--- config.mk ---
export PLATFORM = sky130hd
export DESIGN_NAME = sdp_y_cfg_triosy_rcv
export DESIGN_NICKNAME = d
export VERILOG_FILES = /design/src/rtl/sdp_y_cfg_triosy_rcv.sv
export SDC_FILE = /design/constraint.sdc
export NUM_CORES = 1
export LEC_CHECK = 0
export BUFFER_PORTS_ARGS = -buffer_cell sky130_fd_sc_hd__buf_2
export CORE_MARGIN = 1
export CORE_UTILIZATION = 40
export DETAILED_ROUTE_END_ITERATION = 7
export PLACE_DENSITY = 0.66
export SETUP_SLACK_MARGIN = 0.1
export SYNTH_ARGS = -nofsm -noshare
export SYNTH_HDL_FRONTEND = slang
export SYNTH_SLANG_ARGS = --single-unit
--- constraint.sdc ---
create_clock -name nvdla_core_clk -period 6.4 [get_ports nvdla_core_clk]
set_input_delay 1.92 -clock nvdla_core_clk [delete_from_list [all_inputs] [get_ports nvdla_core_clk]]
set_output_delay 1.92 -clock nvdla_core_clk [all_outputs]
set_load 0.005 [all_outputs]
--- src/rtl/sdp_y_cfg_triosy_rcv.sv ---
// sdp_y_cfg_triosy_rcv: receive side of the SDP Y-core triosy config handshake.
// Each triosy_lz strobe and its data word are captured into an in-order FIFO
// of DEPTH entries, which drains through out_vld/out_rdy. rcv_stall holds the
// producer off while the FIFO is full.
// Optional feature macro: SDP_Y_CFG_TRIOSY_RCV_OVF_ERR_EN builds a sticky
// rcv_ovf_err flag for strobes presented against stall; otherwise it is tied 0.
module sdp_y_cfg_triosy_rcv #(
  parameter int unsigned DW    = 32,
  parameter int unsigned DEPTH = 2,
  parameter int unsigned CW    = 4
) (
  input  logic          nvdla_core_clk,
  input  logic          nvdla_core_rstn,
  input  logic          triosy_lz,
  input  logic [DW-1:0] triosy_dat,
  output logic          rcv_stall,
  output logic          out_vld,
  output logic [DW-1:0] out_dat,
  input  logic          out_rdy,
  output logic [CW-1:0] rcv_level,
  output logic          rcv_ovf_err
);

  localparam int unsigned    PW       = $clog2(DEPTH);
  localparam logic [PW-1:0] LAST_PTR = PW'(DEPTH - 1);
  localparam logic [CW-1:0] FULL_CNT = CW'(DEPTH);

  typedef enum logic [1:0] {
    ST_EMPTY   = 2'd0,
    ST_PARTIAL = 2'd1,
    ST_FULL    = 2'd2
  } occ_e;

  logic [DW-1:0] r_mem [DEPTH];
  logic [PW-1:0] r_wr_ptr;
  logic [PW-1:0] r_rd_ptr;
  logic [CW-1:0] r_count;
  occ_e          r_state;

  logic          w_push;
  logic          w_pop;
  logic [PW-1:0] w_wr_ptr_nxt;
  logic [PW-1:0] w_rd_ptr_nxt;
  logic [CW-1:0] w_count_nxt;
  occ_e          w_state_nxt;

  // Occupancy state is kept alongside the count so stall/valid decode from a
  // registered encoding rather than a CW-wide compare.
  assign out_vld   = (r_state != ST_EMPTY);
  assign rcv_stall = (r_state == ST_FULL);
  assign rcv_level = r_count;
  assign out_dat   = out_vld ? r_mem[r_rd_ptr] : '0;

  assign w_push = triosy_lz & ~rcv_stall;
  assign w_pop  = out_vld & out_rdy;

  // Next pointers, count and occupancy state.
  always_comb begin
    w_wr_ptr_nxt = r_wr_ptr;
    w_rd_ptr_nxt = r_rd_ptr;
    w_count_nxt  = r_count;
    w_state_nxt  = r_state;

    if (w_push) begin
      w_wr_ptr_nxt = (r_wr_ptr == LAST_PTR) ? '0 : r_wr_ptr + PW'(1);
    end
    if (w_pop) begin
      w_rd_ptr_nxt = (r_rd_ptr == LAST_PTR) ? '0 : r_rd_ptr + PW'(1);
    end

    case ({w_push, w_pop})
      2'b10:   w_count_nxt = r_count + CW'(1);
      2'b01:   w_count_nxt = r_count - CW'(1);
      default: w_count_nxt = r_count;
    endcase

    if (w_count_nxt == '0) begin
      w_state_nxt = ST_EMPTY;
    end else if (w_count_nxt == FULL_CNT) begin
      w_state_nxt = ST_FULL;
    end else begin
      w_state_nxt = ST_PARTIAL;
    end
  end

  // Control state register; reset discards every entry.
  always_ff @(posedge nvdla_core_clk or negedge nvdla_core_rstn) begin
    if (!nvdla_core_rstn) begin
      r_wr_ptr <= '0;
      r_rd_ptr <= '0;
      r_count  <= '0;
      r_state  <= ST_EMPTY;
    end else begin
      r_wr_ptr <= w_wr_ptr_nxt;
      r_rd_ptr <= w_rd_ptr_nxt;
      r_count  <= w_count_nxt;
      r_state  <= w_state_nxt;
    end
  end

  // Storage write; the array itself is not reset.
  always_ff @(posedge nvdla_core_clk) begin
    if (w_push) begin
      r_mem[r_wr_ptr] <= triosy_dat;
    end
  end

`ifdef SDP_Y_CFG_TRIOSY_RCV_OVF_ERR_EN
  logic r_ovf_err;

  // Sticky flag for any strobe presented while stalled; cleared only by reset.
  always_ff @(posedge nvdla_core_clk or negedge nvdla_core_rstn) begin
    if (!nvdla_core_rstn) begin
      r_ovf_err <= 1'b0;
    end else if (triosy_lz & rcv_stall) begin
      r_ovf_err <= 1'b1;
    end
  end

  assign rcv_ovf_err = r_ovf_err;
`else
  assign rcv_ovf_err = 1'b0;
`endif

endmodule

Yosys cells after proc, flatten, opt, wreduce, memory -nomap -nowiden

Memory sizes are Yosys's and may differ from the RTL's.
Index checks and enable logic that the tools add are counted.
Widths: inputs -> output; s select.

RAM bits: 64
Output and inout bits: 39
Memories: 1
Word-level logic and storage cells: 26
Input bits: 36
Register bits: 8

Eq/ne operators: 4
Add/sub/neg operators: 4
Bitwise logic cells: 3
Reduce and logical (&&, ||, !) cells: 2
Muxes and demuxes: 8

Memories:

| memory | depth | bits a word | rd ports | clocked after memory_dff | wr ports | line | text |
|---|---|---|---|---|---|---|---|
| r_mem  | 2     | 32          | 1        | 0                        | 1        | 34   | `logic [DW-1:0] r_mem [DEPTH];` |

Operator list:

| operator            | number |
|---|---|
| $mux 32             | 1 |
| $pmux 4 s2          | 1 |
| $add 4x1->4 const B | 1 |
| $eq 2x2->1 const B  | 2 |
| $eq 4x2->1 const B  | 1 |
| $logic_not 4->1     | 1 |
| $mux 1              | 4 |
| $mux 2              | 2 |
| $sub 4x1->4 const B | 1 |
| $add 1x1->1 const B | 2 |
| $and 1x1->1         | 2 |
| $eq 2x1->1 const B  | 1 |
| $reduce_bool 2->1   | 1 |
| $not 1->1           | 1 |

Depth between registers and ports, before layout

Depth in word-level cells: 8
Gate-level depth with buffers: 8
Mapped depth without buffers: 8

Worst setup path after synthesis

Ideal clock, no wire load.

Kind: input -> register
Start point: input port triosy_lz
End point: memory r_mem[0][0], enable pin
Setup slack: 2.610 ns
Library setup time: 0.421 ns
Cell stages on the path: 2
Data required time: 5.979 ns
Arrival time: 3.369 ns
Buffers on the path: 0
Cell sequence: nand2_1 nor2_1

Word-level cells in the longest chain between the ends: 3

RTL lines:

| element                      | line | text |
|---|---|---|
| start: declaration           | 14   | `input logic triosy_lz,` |
| $and 1x1->1                  | 54   | `assign w_push = triosy_lz & ~rcv_stall;` |
| $mux 1                       | 103  | `if (w_push) begin` |
| $mux 1 (not written as such) | 104  | `r_mem[r_wr_ptr] <= triosy_dat;` |
| end: declaration             | 34   |  |

Every way passes these cells.

Final worst setup path

Start point: register r_state[0]
End point: output port out_dat[22]

Word-level cells in the longest chain between the ends: 2

RTL lines:

| element                  | line | text |
|---|---|---|
| start: declaration       | 38   | `occ_e r_state;` |
| start signal: assignment | 97   | `r_state <= w_state_nxt;` |
| $reduce_bool 2->1        | 49   | `assign out_vld = (r_state != ST_EMPTY);` |
| $mux 32                  | 52   | `assign out_dat = out_vld ? r_mem[r_rd_ptr] : '0;` |
| end: declaration         | 18   | `output logic [DW-1:0] out_dat,` |

Every way passes these cells.

==> results.py <==
metrics = {
    "grt": {
        "antenna_found_initial": 0,
        "grt_max_degree": 34,
        "grt_pass1_vias": 1571,
        "grt_pass1_wl_mm": 7.40,
        "grt.overflow.total": 0,
        "grtUsageTotal_pct": 14.0,
    },
    "placed_design": {
        "io_buffers": 73,
        "hpwlAfterDp_mm": 3.11,
        "pre_cts_ws_ns": 2.81,
        "place.gp.congestion": 0.710,
    },
    "timing": {
        "fin_ws_ns": 2.62,
        "skew_ns": 0.00772,
        "setup_tns_ns": 0,
        "drv_slew": 0,
        "fin_crit_ns": 3.78,
        "fmax_mhz": 265,
        "rsz0062_at_grt": "false",
        "worst_slew_pin_slew_ns": 0.989,
        "setup_viol_count_final": 0,
        "fin_crit_sh_pct": 59.0,
        "max_slew_margin_pct": 33.9,
        "hold_violations": 0,
    },
    "yosys": {
        "ys.flop_type": "edfxtp_1",
        "netlist_instances": 181,
        "yosys_warnings": 0,
        "async_flop_share_pct": 11.1,
        "syn_area_um2": 2880,
        "synth_area_leaders": "edfxtp_1 67%, mux2i_1 11%, dfrtp_1 7.0%",
        "ys_ff_latch": 72,
        "synth_edf_count": 64,
        "ys_types": 28,
        "yosysTopAreaCell": "edfxtp_1",
        "avgSynthCellArea_um2": 15.9,
        "synth_fp_nets": 219,
        "ys_seq_area_share_pct": 73.7,
        "synth_top_area_share_pct": 66.8,
    },
    "route": {
        "viasPerCell": 4.67,
        "ant_nets": 0,
        "totalWireLength_mm": 4.84,
        "drt_iter0_markers": 54,
        "drt-wirelength-per-cell_um": 13.5,
        "vias": 1671,
        "drc": 0,
        "first_pass_iters": 4,
    },
    "die": {
        "io_pins": 75,
        "core-area_um2": 6870,
        "start_util_pct": 41.9,
        "dieArea_um2": 7540,
        "die_w_um": 86.8,
        "row_count": 30,
        "die_y_um": 86.8,
    },
    "pwr": {
        "peakVddDrop_mv": 0.181,
        "power.density_nw_per_um2": 449,
        "power_leakage_nw": 1.50,
        "power_mw": 1.61,
    },
    "clock_tree": {
        "cts_resized": 0,
        "cts_made_buffers": 9,
        "cts_buffer_depth": 2,
        "cts_tree": "yes",
        "cts_hold_buf": 0,
        "clk_pin_slew_ns": 0.07,
        "cts_sinks": 72,
        "cts.htree.levels": 3,
        "root_buffer": "clkbuf_8",
        "cts_setup_buffers": 0,
        "worstSkewPairLatency_ns": 0.34,
    },
    "final_layout": {
        "syn2layout_area_growth_pct": 24.3,
        "most-common-layout-cells": "73 x buf_2, 64 x edfxtp_1, 34 x nor2_1",
        "n_antenna_cell": 0,
        "drive_gt1_share_pct": 36.6,
        "num-nets-final": 296,
        "final_common_cell": "buf_2",
    },
    "worst_setup_path": {
        "reg2reg_depth": 8,
        "end_kind": "primary output",
        "r2r-start": "r_state[0]",
        "cp_cell_sequence": "nor2_2 -> buf_4 -> nor2_1 -> buf_2",
        "worstPathMaxFanout": 19,
        "critPathRequiredTime_ns": 4.48,
        "regToRegEndpoint": "r_state[1]",
        "worstPathArrival_ns": 1.86,
        "slowest_delay_ns": 0.49,
        "critical-path-slowest-cell": "nor2_2",
        "start_kind": "flop",
        "rrSetupSlack_ns": 4.23,
        "critical_path_class": "reg2out",
    },
    "hold_path": {
        "min_to": "rcv_level[3]",
        "hold_start": "rcv_level[3]",
        "worstHoldPathCells": 1,
        "hold_path.class": "reg2reg",
    },
    "run_status": {
        "outcome": "finished clean",
    },
    "flow_run": {
        "cap_viol_max_count": 0,
    },
}
==> per-stage QoR <==
step / instances / hold slack (ns) / util, % / area (µm²)
after floorplan: 181 / 0.461 / - / 2880
after global placement: 343 / 0.507 / 48.7 / 3350
after detailed placement: 343 / 0.517 / 48.7 / 3350
after CTS: 358 / 0.529 / 52.1 / 3580
after global routing: 358 / 0.555 / 52.1 / 3580
final: 358 / 0.529 / 52.1 / 3580
==> power by group <==
group / leakage, nW / switching [mW] / internal, mW / total [mW]
Clock: 0.109 / 0.158 / 0.255 / 0.414
Combinational: 0.699 / 0.219 / 0.237 / 0.455
Sequential: 0.692 / 0.102 / 0.637 / 0.739
Total: 1.50 / 0.480 / 1.13 / 1.61
==> per-layer routing <==
metal,GRT usage [%],routed length [µm],up-vias
met5,0,0,-
met4,9.09,119,0
met3,4.38,288,9
met2,23.3,2440,52
met1,15.5,1990,800
li1,-,-,810
==> worst max-delay path by stage <==
stage	slack, ns	startpoint	end
after global placement	2.90	out_rdy	r_state[1]
after floorplan	2.61	triosy_lz	r_mem[0][0]
after CTS	2.55	r_state[0]	out_dat[6]
after detailed placement	2.81	out_rdy	r_state[1]
final	2.62	r_state[0]	out_dat[22]
after global routing	2.43	r_rd_ptr	out_dat[19]
==> synth_stat cells, types with 2 or more instances <==
cell type	count
a21oi_1	2
buf_2	3
clkbuf_1	4
dfrtp_1	8
edfxtp_1	64
ha_1	2
inv_1	3
mux2i_1	32
nand2_1	2
nand2b_1	4
nor2_1	36
xnor2_1	2
xor2_1	4
==> cell type report <==
| cell class | instances | area (µm²) |
|---|---|---|
| clock inverter | 6 | 109 |
| timing repair buffer | 74 | 373 |
| inverter | 3 | 11.3 |
| clock buffer | 9 | 124 |
| fill | 602 | 3290 |
| tap | 96 | 120 |
| multi-input combinational | 98 | 718 |
| sequential | 72 | 2120 |
==> critical path: cells and delay by family, from the launching register on <==
family | cells | cell delay, ns
simple gates | 2 | 0.58
buf+inv | 2 | 0.48
flops | 1 | 0.45
==> cells by family (layout without fill, tap and decap cells) <==
kind of cell	count (synthesis)	after routing	share of synthesized area, %
flip-flops	72	72	73.7
AO/OA/AOI/OAI	7	7	2.00
multiplexers	33	33	11.5
other	1	1	0.130
XOR/XNOR	7	7	2.61
adder cells (fa/ha/maj)	2	2	0.869
AND/OR/NAND/NOR	48	48	7.44
buffers and inverters	11	92	1.70
==> state kept, by name, summed over array words and instances, names as in the netlist <==
signal and flops:
r_mem 64, rcv_level 4, r_state 2, r_rd_ptr 1
r_wr_ptr 1
Note: power is estimated with default switching activity, not from simulation.
